==> config.mk <==
export PLATFORM = sky130hd
export DESIGN_NAME = fetch_stage_q_flat
export DESIGN_NICKNAME = d
export VERILOG_FILES = /design/src/rtl/fetch_pkg.sv /design/src/rtl/fetch_stage_q_if.sv /design/src/rtl/fetch_queue.sv /design/src/rtl/fetch_stage_q.sv /design/src/flat_wrapper.sv
export SDC_FILE = /design/constraint.sdc
export NUM_CORES = 1
export LEC_CHECK = 0
export BUFFER_PORTS_ARGS = -buffer_cell sky130_fd_sc_hd__buf_2
export CAP_MARGIN = 20
export CORE_MARGIN = 2
export CORE_UTILIZATION = 49
export CTS_CLUSTER_DIAMETER = 80
export DETAILED_ROUTE_END_ITERATION = 6
export GPL_ROUTABILITY_DRIVEN = 0
export GPL_TIMING_DRIVEN = 1
export PLACE_DENSITY = 0.76
export SLEW_MARGIN = 0
export SYNTH_ARGS = -nofsm -noshare
export SYNTH_HDL_FRONTEND = slang
export SYNTH_SLANG_ARGS = --single-unit
==> constraint.sdc <==
create_clock -name clk -period 7.7 [get_ports clk]
set_input_delay 0.385 -clock clk [delete_from_list [all_inputs] [get_ports clk]]
set_output_delay 0.385 -clock clk [all_outputs]
set_load 0.01 [all_outputs]
==> src/rtl/fetch_pkg.sv <==
// Shared types and constants for the instruction-fetch stage.
package fetch_pkg;

  localparam int unsigned FETCH_XLEN = 32;
  localparam logic [31:0] NOP        = 32'h0000_0000;

  typedef struct packed {
    logic [FETCH_XLEN-1:0] pc;
    logic [31:0]           instr;
    logic [FETCH_XLEN-1:0] pc_plus4;
  } fetch_entry_t;

  function automatic logic [FETCH_XLEN-1:0] word_align(input logic [FETCH_XLEN-1:0] addr);
    return {addr[FETCH_XLEN-1:2], 2'b00};
  endfunction

endpackage

==> src/rtl/fetch_stage_q_if.sv <==
// Instruction-memory and decode-side signals of the fetch stage.
interface fetch_stage_q_if #(
  parameter int unsigned XLEN     = 32,
  parameter int unsigned FQ_DEPTH = 2
) ();
  localparam int unsigned CW = $clog2(FQ_DEPTH) + 1;

  logic [XLEN-1:0] imem_addr;
  logic            imem_req;
  logic [31:0]     imem_rdata;
  logic            imem_valid;
  logic            redirect;
  logic [XLEN-1:0] redirect_pc;
  logic            id_ready;
  logic            id_valid;
  logic [31:0]     id_instr;
  logic [XLEN-1:0] id_pc;
  logic [XLEN-1:0] id_pc_plus4;
  logic [CW-1:0]   fq_count;

  modport master (
    output imem_addr, imem_req,
    input  imem_rdata, imem_valid,
    input  redirect, redirect_pc, id_ready,
    output id_valid, id_instr, id_pc, id_pc_plus4, fq_count
  );

  modport slave (
    input  imem_addr, imem_req,
    output imem_rdata, imem_valid,
    output redirect, redirect_pc, id_ready,
    input  id_valid, id_instr, id_pc, id_pc_plus4, fq_count
  );
endinterface

==> src/rtl/fetch_queue.sv <==
// In-order FIFO of fetch entries; full/empty come from the count, not pointers.
module fetch_queue
  import fetch_pkg::*;
#(
  parameter int unsigned DEPTH   = 2,
  parameter type         entry_t = fetch_entry_t,
  localparam int unsigned PW     = $clog2(DEPTH),
  localparam int unsigned CW     = PW + 1
) (
  input  logic          clk,
  input  logic          rst,
  input  logic          i_flush,
  input  logic          i_push,
  input  entry_t        i_data,
  input  logic          i_pop,
  output entry_t        o_head,
  output logic [CW-1:0] o_count
);

  logic [PW-1:0] r_head;
  logic [PW-1:0] r_tail;
  logic [CW-1:0] r_count;
  entry_t        r_mem [DEPTH];

  always_ff @(posedge clk) begin
    if (rst || i_flush) begin
      r_head  <= '0;
      r_tail  <= '0;
      r_count <= '0;
    end else begin
      if (i_push) r_tail <= r_tail + PW'(1);
      if (i_pop)  r_head <= r_head + PW'(1);
      r_count <= r_count + CW'(i_push) - CW'(i_pop);
    end
  end

  // Storage is deliberately unreset; consumers mask it when the queue is empty.
  always_ff @(posedge clk) begin
    if (i_push && !rst && !i_flush) r_mem[r_tail] <= i_data;
  end

  assign o_head  = r_mem[r_head];
  assign o_count = r_count;

endmodule

==> src/rtl/fetch_stage_q.sv <==
// Fetch stage: PC register, imem request, redirect handling and the fetch queue.
module fetch_stage_q
  import fetch_pkg::*;
#(
  parameter int unsigned     XLEN      = 32,
  parameter logic [XLEN-1:0] RESET_PC  = '0,
  parameter int unsigned     FQ_DEPTH  = 2,
  parameter logic [31:0]     NOP_INSTR = NOP
) (
  input logic             clk,
  input logic             rst,
  fetch_stage_q_if.master fs
);

  localparam int unsigned CW = $clog2(FQ_DEPTH) + 1;

  typedef struct packed {
    logic [XLEN-1:0] pc;
    logic [31:0]     instr;
    logic [XLEN-1:0] pc_plus4;
  } fq_entry_t;

  logic [XLEN-1:0] r_pc;
  logic [XLEN-1:0] w_addr;
  logic [XLEN-1:0] w_addr_plus4;
  logic [CW-1:0]   w_count;
  logic            w_full;
  logic            w_req;
  logic            w_push;
  logic            w_valid;
  logic            w_pop;
  fq_entry_t       w_wr;
  fq_entry_t       w_head;

  assign w_addr       = r_pc & ~XLEN'(3);
  assign w_addr_plus4 = w_addr + XLEN'(4);
  assign w_full       = (w_count == CW'(FQ_DEPTH));
  assign w_req        = !rst && !w_full;
  assign w_push       = w_req && fs.imem_valid && !fs.redirect;
  assign w_valid      = !rst && (w_count != '0);
  assign w_pop        = w_valid && fs.id_ready;

  always_comb begin
    w_wr          = '0;
    w_wr.pc       = w_addr;
    w_wr.instr    = fs.imem_rdata;
    w_wr.pc_plus4 = w_addr_plus4;
  end

  always_ff @(posedge clk) begin
    if (rst) begin
      r_pc <= RESET_PC;
    end else if (fs.redirect) begin
      r_pc <= fs.redirect_pc & ~XLEN'(3);
    end else if (w_push) begin
      r_pc <= w_addr_plus4;
    end
  end

  fetch_queue #(
    .DEPTH   (FQ_DEPTH),
    .entry_t (fq_entry_t)
  ) u_fq (
    .clk     (clk),
    .rst     (rst),
    .i_flush (fs.redirect),
    .i_push  (w_push),
    .i_data  (w_wr),
    .i_pop   (w_pop),
    .o_head  (w_head),
    .o_count (w_count)
  );

  assign fs.imem_addr   = w_addr;
  assign fs.imem_req    = w_req;
  assign fs.fq_count    = w_count;
  assign fs.id_valid    = w_valid;
  assign fs.id_instr    = w_valid ? w_head.instr    : NOP_INSTR;
  assign fs.id_pc       = w_valid ? w_head.pc       : '0;
  assign fs.id_pc_plus4 = w_valid ? w_head.pc_plus4 : '0;

endmodule

==> src/flat_wrapper.sv <==
// flat-port wrapper written by rule: the top's interface ports become plain ports
module fetch_stage_q_flat import fetch_pkg::*;
#(
  parameter int unsigned     XLEN      = 32,
  parameter logic [XLEN-1:0] RESET_PC  = '0,
  parameter int unsigned     FQ_DEPTH  = 2,
  parameter logic [31:0]     NOP_INSTR = NOP
)
  (clk, rst, fs_imem_addr, fs_imem_req, fs_imem_rdata, fs_imem_valid, fs_redirect, fs_redirect_pc, fs_id_ready, fs_id_valid, fs_id_instr, fs_id_pc, fs_id_pc_plus4, fs_fq_count);
  fetch_stage_q_if #(.XLEN(XLEN), .FQ_DEPTH(FQ_DEPTH)) fs_i ();
  input logic clk;
  input logic rst;
  output wire logic [$bits(fs_i.imem_addr)-1:0] fs_imem_addr;
  output wire logic [$bits(fs_i.imem_req)-1:0] fs_imem_req;
  input wire logic [$bits(fs_i.imem_rdata)-1:0] fs_imem_rdata;
  input wire logic [$bits(fs_i.imem_valid)-1:0] fs_imem_valid;
  input wire logic [$bits(fs_i.redirect)-1:0] fs_redirect;
  input wire logic [$bits(fs_i.redirect_pc)-1:0] fs_redirect_pc;
  input wire logic [$bits(fs_i.id_ready)-1:0] fs_id_ready;
  output wire logic [$bits(fs_i.id_valid)-1:0] fs_id_valid;
  output wire logic [$bits(fs_i.id_instr)-1:0] fs_id_instr;
  output wire logic [$bits(fs_i.id_pc)-1:0] fs_id_pc;
  output wire logic [$bits(fs_i.id_pc_plus4)-1:0] fs_id_pc_plus4;
  output wire logic [$bits(fs_i.fq_count)-1:0] fs_fq_count;
  assign fs_imem_addr = fs_i.imem_addr;
  assign fs_imem_req = fs_i.imem_req;
  assign fs_i.imem_rdata = fs_imem_rdata;
  assign fs_i.imem_valid = fs_imem_valid;
  assign fs_i.redirect = fs_redirect;
  assign fs_i.redirect_pc = fs_redirect_pc;
  assign fs_i.id_ready = fs_id_ready;
  assign fs_id_valid = fs_i.id_valid;
  assign fs_id_instr = fs_i.id_instr;
  assign fs_id_pc = fs_i.id_pc;
  assign fs_id_pc_plus4 = fs_i.id_pc_plus4;
  assign fs_fq_count = fs_i.fq_count;
  fetch_stage_q #(.XLEN(XLEN), .RESET_PC(RESET_PC), .FQ_DEPTH(FQ_DEPTH), .NOP_INSTR(NOP_INSTR)) u_core (.clk(clk), .rst(rst), .fs(fs_i));
endmodule
==> flow_metrics.py, run 1 <==
metrics = {
    "cells_and_area": {
        "syn2layout_area_growth_pct": 16.8,
        "fillers": 1552,
        "layout.nets": 935,
        "drive_above_1_share_pct": 28.1,
        "stdcell_count": 1139,
        "stdcell_area_mm2": 0.0111,
        "final_util_pct": 58.7,
        "multiInputGateArea_mm2": 0.00277,
        "regArea_mm2": 0.00623,
        "n_antenna_cell": 0,
    },
    "synthesis": {
        "synth.top_cell.area_share_pct": 58.4,
        "synth.area.top_cells": "edfxtp_1 58%, mux2i_1 9.8%, dfxtp_1 7.4%",
        "ys_seq_area_share_pct": 65.8,
        "ys_top_cells_by_count": "184 x edfxtp_1, 124 x nor2_1, 93 x mux2i_1, 38 x buf_4, 35 x dfxtp_1",
        "synth_warnings": 0,
        "ys_types": 48,
        "synth.most_common_cell": "edfxtp_1",
        "synth_edf_count": 184,
        "yosysTopAreaCell": "edfxtp_1",
        "synth_cells": 710,
        "async_flop_share_pct": 0,
        "syn_avg_cell_area_um2": 13.3,
        "ys_ff_latch": 219,
        "synth_ff_type": "edfxtp_1",
        "syn_area_mm2": 0.00946,
    },
    "pwr": {
        "vdd_ir_drop_max_uv": 179,
        "combPwrFrac_pct": 4.9,
        "clockPowerShare_pct": 40.9,
        "p_total_mw": 2.49,
        "p_switching_mw": 0.532,
        "p_int_mw": 1.96,
        "p_sw_share_pct": 21.3,
        "p_per_area_mw_per_mm2": 225,
        "pwr-share-seq_pct": 54.1,
        "p_leak_nw": 4.13,
    },
    "global_routing": {
        "met1_usage_pct": 25.5,
        "grtUsageMet3_pct": 4.09,
        "grt_pass1_wl_mm": 29.9,
        "grt_start_max_net_pins": 93,
        "grt_remaining_overflow": 0,
        "track_usage_pct": 18.8,
        "busiest_layer": "met2",
        "grt_pass1_vias": 5607,
        "antenna_found_initial": 2,
        "use_met2_pct": 30.6,
    },
    "timing": {
        "max_freq_mhz": 313,
        "fin_skew_ns": 0.0128,
        "rsz0062_at_grt": "no",
        "drv_slew": 0,
        "hold_violations": 0,
        "hold_slack_ns": 0.0604,
        "worst_pin_slew_ns": 1.02,
        "slew_headroom_pct": 32.3,
        "fin_crit_ns": 3.19,
        "setup_viol": 0,
        "timing.final.ws_setup_ns": 4.51,
        "finalCritPeriodShare_pct": 41.4,
        "fin_setup_tns_ns": 0,
    },
    "routing": {
        "ant_nets": 0,
        "viasPerCell": 5.18,
        "dr.pass1.iters": 4,
        "vias": 5901,
        "drc": 0,
        "wirelength_mm": 19.6,
        "drt_iter0_markers": 298,
        "wl_per_cell_um": 17.2,
    },
    "clocking": {
        "cts_tree": "done",
        "cts-root-buf": "clkbuf_16",
        "insertion_delay_ns": 0.51,
        "cts_hold_buf": 0,
        "postCtsSetupBuffers": 0,
        "htreeDepth": 1,
        "cts_buffer_depth": 3,
        "cts.reportedPaths.clkPinSlew_ns": 0.06,
        "cts_num_sinks": 219,
        "cts_buffers": 22,
        "cts_resized": 0,
    },
    "min_path": {
        "min_to": "u_core.u_fq.r_mem[0][43]",
        "hp-class": "in2reg",
        "hold_depth": 1,
        "min_from": "fs_imem_rdata[11]",
    },
    "placed_design": {
        "dpl.hpwl_mm": 12.3,
        "place_area_mm2": 0.0104,
        "dp_worst_setup_slack_ns": 4.47,
        "post-place-cells": 1099,
        "io_buffers": 192,
    },
    "critical_path": {
        "critPathKind": "reg2out",
        "worst_ep_arrival_time_ns": 2.81,
        "worst_ep_required_time_ns": 7.32,
        "crit_family": "buffers and inverters",
        "path_max_fanout": 51,
        "slowest_delay_ns": 0.85,
        "r2r_slack_ns": 4.95,
        "worstReg2RegEnd": "u_core.u_fq.o_count[1]",
        "cp_slowest_cell": "buf_4",
        "worst-path-buf-inv": 2,
        "r2r_start": "u_core.u_fq.o_count[1]",
        "cp-end-kind": "output port",
        "cp-start-kind": "register",
        "reg2regPathDepth": 7,
        "cp_cell_sequence": "buf_4 -> mux2i_1 -> nor2_1 -> buf_2",
    },
    "run": {
        "maxCapViolCount": 0,
    },
    "floorplanning": {
        "io_pins": 201,
        "die_height_um": 143,
        "die-area_mm2": 0.0204,
        "core_mm2": 0.0188,
        "start_util_pct": 50.3,
        "row_count": 50,
        "die_w_um": 143,
    },
    "status": {
        "outcome": "finished clean",
    },
}
-- routing by layer --
metal	share of wire, %	wire length [um]
met5	0.14	27
met4	2.1	407
met3	6.7	1310
met2	47	9330
met1	44	8570
-- area by class of cell --
class	instances	share of cell area, %
well taps	260	2.94
multi-input cells	415	25.0
repair buffers	199	9.17
flip-flops and latches	219	56.4
clock buffers	31	5.56
clock inverters	9	0.758
inverters	6	0.204
-- worst reg2reg max path: cells and delay by family, from the launching register on --
family | cells | cell delay, ns
and+or+nand+nor | 4 | 1.62
DFF | 1 | 0.34
adders and majority gates | 1 | 0.31
xor gates and xnor gates | 2 | 0.33
-- cells in the final DEF (no fill, tap or decap), types with 2 or more instances in the layout --
cell type,count
nand3_1,14
nand2_1,28
a31oi_1,3
clkbuf_1,6
xnor2_1,25
and2_1,4
o21ai_0,3
buf_4,7
nor2_1,124
a21oi_1,12
nor4_1,7
nor3b_1,2
or3_1,2
a311oi_1,3
clkinv_2,5
nor3_1,9
o2bb2ai_1,7
nor3_2,2
a211oi_1,12
and3_1,7
clkbuf_16,22
and4_1,2
clkbuf_8,3
xor2_1,25
inv_1,5
edfxtp_1,184
conb_1,6
ha_1,3
dfxtp_1,34
nand4_1,6
mux2i_1,93
buf_2,192
-- how the worst max path moves through the flow --
stage / cells after the start / slack, ns / start / to
2_1_floorplan: 4 / 2.51 / rst / u_core.u_fq.r_mem[0][10]
3_3_place_gp: 8 / 4.48 / rst / u_core.u_fq.o_count[1]
3_5_place_dp: 8 / 4.47 / rst / u_core.u_fq.o_count[1]
4_1_cts: 4 / 4.44 / register / fs_id_pc_plus4[30]
5_1_grt: 4 / 4.29 / register / fs_id_pc_plus4[10]
6_report: 4 / 4.51 / register / fs_id_pc_plus4[10]
-- state kept, by name, summed over array words and instances, names as in the netlist, named ones only --
| register | cells |
|---|---|
| u_core.r_pc | 30 |
| u_core.u_fq.o_count | 2 |
| u_core.u_fq.r_head | 1 |
| u_core.u_fq.r_mem | 184 |
| u_core.u_fq.r_tail | 1 |
-- logic make-up (layout without fill, tap and decap cells) --
family          count (synthesis)  after routing  share of synthesized area (%)
compound gates                 42             42                           3.01
flops                         219            219                           65.8
other cells                     1              6                         0.0396
xor+xnor                       50             50                           4.63
buf+inv                        81            245                           5.38
mux                            93             93                           9.84
simple gates                  221            221                           10.9
fa+ha+maj                       3              3                          0.397
-- power groups by stage --
stage	logic (mW)	clock network [mW]	registers (mW)
6_report	0.123	1.02	1.35
5_1_grt	0.136	1.09	1.35
4_1_cts	0.125	1.04	1.35
3_5_place_dp	0.124	0	1.37
3_3_place_gp	0.121	0	1.37
2_1_floorplan	0.0923	0	1.36
(Power assumes the default switching activity.)
==> run 2, diff against run 1 <==
ABC_AREA = 1   (was unset)
CORE_UTILIZATION = 55   (was 49)
PLACE_DENSITY = 0.8   (was 0.76)
clock period = 3.35 ns   (was 7.7 ns; I/O delays follow)
==> flow_metrics.py, run 2 <==
metrics = {
    "synthesis": {
        "ys_seq_area_share_pct": 61.7,
        "synth.most_common_cell": "nand2_1",
        "synth.top_cell.area_share_pct": 54.7,
        "synth_cells": 921,
        "ys_types": 30,
        "synth_warnings": 0,
        "ys_ff_latch": 219,
        "yosysTopAreaCell": "edfxtp_1",
        "synth_edf_count": 184,
        "syn_area_mm2": 0.0101,
        "syn_avg_cell_area_um2": 11.0,
        "ys_top_cells_by_count": "251 x nand2_1, 184 x edfxtp_1, 145 x inv_1, 92 x mux2_2, 37 x buf_4",
        "async_flop_share_pct": 0,
        "synth.area.top_cells": "edfxtp_1 55%, mux2_2 10%, nand2_1 9.3%",
        "synth_ff_type": "edfxtp_1",
    },
    "floorplanning": {
        "die-area_mm2": 0.0195,
        "row_count": 49,
        "die_w_um": 140,
        "start_util_pct": 56.2,
        "core_mm2": 0.0180,
        "die_height_um": 140,
        "io_pins": 201,
    },
    "routing": {
        "drc": 0,
        "ant_nets": 0,
        "viasPerCell": 4.99,
        "drt_iter0_markers": 454,
        "vias": 6843,
        "wl_per_cell_um": 16.3,
        "wirelength_mm": 22.3,
        "dr.pass1.iters": 5,
    },
    "clocking": {
        "cts_resized": 0,
        "cts_buffer_depth": 3,
        "htreeDepth": 1,
        "cts_num_sinks": 219,
        "insertion_delay_ns": 0.50,
        "cts.reportedPaths.clkPinSlew_ns": 0.06,
        "cts-root-buf": "clkbuf_16",
        "cts_buffers": 23,
        "cts_tree": "done",
    },
    "cells_and_area": {
        "stdcell_count": 1371,
        "syn2layout_area_growth_pct": 21.5,
        "largest-register": "u_core.u_fq.r_mem",
        "drive_above_1_share_pct": 31.4,
        "largest_register_ffs": 184,
        "multiInputGateArea_mm2": 0.00294,
        "final_common_cell": "nand2_1",
        "regArea_mm2": 0.00623,
        "fillers": 1344,
        "n_antenna_cell": 0,
        "layout_common_cells": "251 x nand2_1, 192 x buf_2, 184 x edfxtp_1",
        "layout.nets": 1198,
    },
    "run": {
        "maxCapViolCount": 0,
    },
    "critical_path": {
        "critPathKind": "reg2out",
        "path_max_fanout": 41,
        "r2r_start": "u_core.u_fq.o_count[0]",
        "cp-end-kind": "output port",
        "worst_ep_required_time_ns": 3.18,
        "cp-start-kind": "register",
        "worstReg2RegEnd": "u_core.u_fq.r_mem[1][41]",
        "r2r_slack_ns": 1.15,
        "worst_ep_arrival_time_ns": 2.36,
        "reg2regPathDepth": 8,
    },
    "timing": {
        "finalCritPeriodShare_pct": 75.4,
        "fin_crit_ns": 2.52,
        "setup_viol": 0,
        "max_freq_mhz": 396,
        "hold_slack_ns": 0.0381,
        "slew_headroom_pct": 49.9,
        "fin_setup_tns_ns": 0,
        "worst_pin_slew_ns": 0.751,
        "timing.final.ws_setup_ns": 0.825,
        "fin_skew_ns": 0.0116,
        "rsz0062_at_grt": "no",
        "hold_violations": 0,
        "drv_slew": 0,
    },
    "global_routing": {
        "track_usage_pct": 22.7,
        "antenna_found_initial": 0,
        "grt_pass1_vias": 6840,
        "grt_pass1_wl_mm": 35.3,
        "grt_remaining_overflow": 0,
        "grt_start_max_net_pins": 58,
    },
    "pwr": {
        "p_leak_nw": 5.56,
        "p_per_area_mw_per_mm2": 491,
        "vdd_ir_drop_max_uv": 321,
    },
    "placed_design": {
        "post-place-cells": 1288,
        "io_buffers": 192,
        "dp_worst_setup_slack_ns": 0.934,
        "dpl.hpwl_mm": 14.4,
    },
    "min_path": {
        "hp-class": "in2reg",
        "min_from": "fs_redirect_pc[13]",
        "min_to": "u_core.r_pc[13]",
        "hold_depth": 5,
    },
    "status": {
        "outcome": "finished clean",
    },
}
[run 2: changes by cell type after synthesis, moves of 18 or more]
| cell | change |
|---|---|
| mux2_2 | +92 |
| nand2_1 | +223 |
| inv_1 | +140 |
| nor2_1 | -91 |
| xnor2_1 | -20 |
| xor2_1 | -20 |
| buf_2 | +18 |
| mux2i_1 | -93 |
[run 2: critical path, cell delays in order, from the launching register on]
cell,delay (ns)
dfxtp_4,0.73
buf_4,0.46
mux2_2,0.39
nand2_1,0.07
inv_1,0.06
buf_2,0.13
[run 2: timing repair]
item                      4_1_cts  5_1_grt
hold endpoints to repair       74        0
buffers inserted                0        0
hold buffers                   42        0
[run 2: worst max-delay path by stage]
stage	cells after the start	from	endpoint	slack [ns]
after detailed placement	8	rst	u_core.u_fq.r_mem[1][37]	0.93
after CTS	5	register	fs_id_pc[9]	0.78
after global routing	5	register	fs_id_instr[8]	0.69
after floorplan	6	u_core.u_fq.o_count[0]	u_core.u_fq.r_mem[1][10]	0.58
after global placement	8	rst	u_core.u_fq.r_mem[1][41]	1.00
final	5	register	fs_id_pc[9]	0.83
[run 2: cells by family (layout without fill, tap and decap cells)]
| logic type | Yosys count | count (layout) | synth area share, % |
|---|---|---|---|
| adders and majority gates | 3 | 3 | 0.372 |
| and+or+nand+nor | 326 | 326 | 13.6 |
| xor gates and xnor gates | 16 | 16 | 1.83 |
| AOI/OAI and AO/OA | 50 | 50 | 2.69 |
| other | 1 | 6 | 0.0371 |
| muxes | 92 | 92 | 10.3 |
| DFF | 219 | 219 | 61.7 |
| buffers and inverters | 214 | 430 | 9.58 |
[run 2: stage by stage]
stage | power [mW] | instance area [um^2] | utilization, %
3_5_place_dp | 3.45 | 11100 | 61.7
4_1_cts | 6.07 | 12300 | 68.3
6_report | 6.02 | 12300 | 68.3
3_3_place_gp | 3.44 | 11100 | 61.7
5_1_grt | 6.23 | 12300 | 68.3
2_1_floorplan | 3.34 | 10100 | -
[run 2: cell type report]
class | count | area share (%)
inverter | 145 | 4.47
clock buffer | 27 | 4.89
timing repair buffer | 244 | 12.2
multi-input combinational | 493 | 24.0
tap | 229 | 2.34
clock inverter | 14 | 1.40
sequential | 219 | 50.8
[run 2: power by group]
group          switching, mW  total, mW  internal [mW]
combinational          0.198      0.356          0.157
clock                  0.999       2.59           1.59
sequential            0.0575       3.08           3.02
total                   1.25       6.02           4.77
[run 2: metal layers]
| metal | up-vias | track usage [%] | wire length [um] |
|---|---|---|---|
| met5 | - | 0 | 0 |
| met4 | 0 | 7.81 | 614 |
| met3 | 47 | 2.86 | 1110 |
| met2 | 222 | 38.8 | 10900 |
| met1 | 3211 | 30.3 | 9680 |
| li1 | 3363 | - | - |
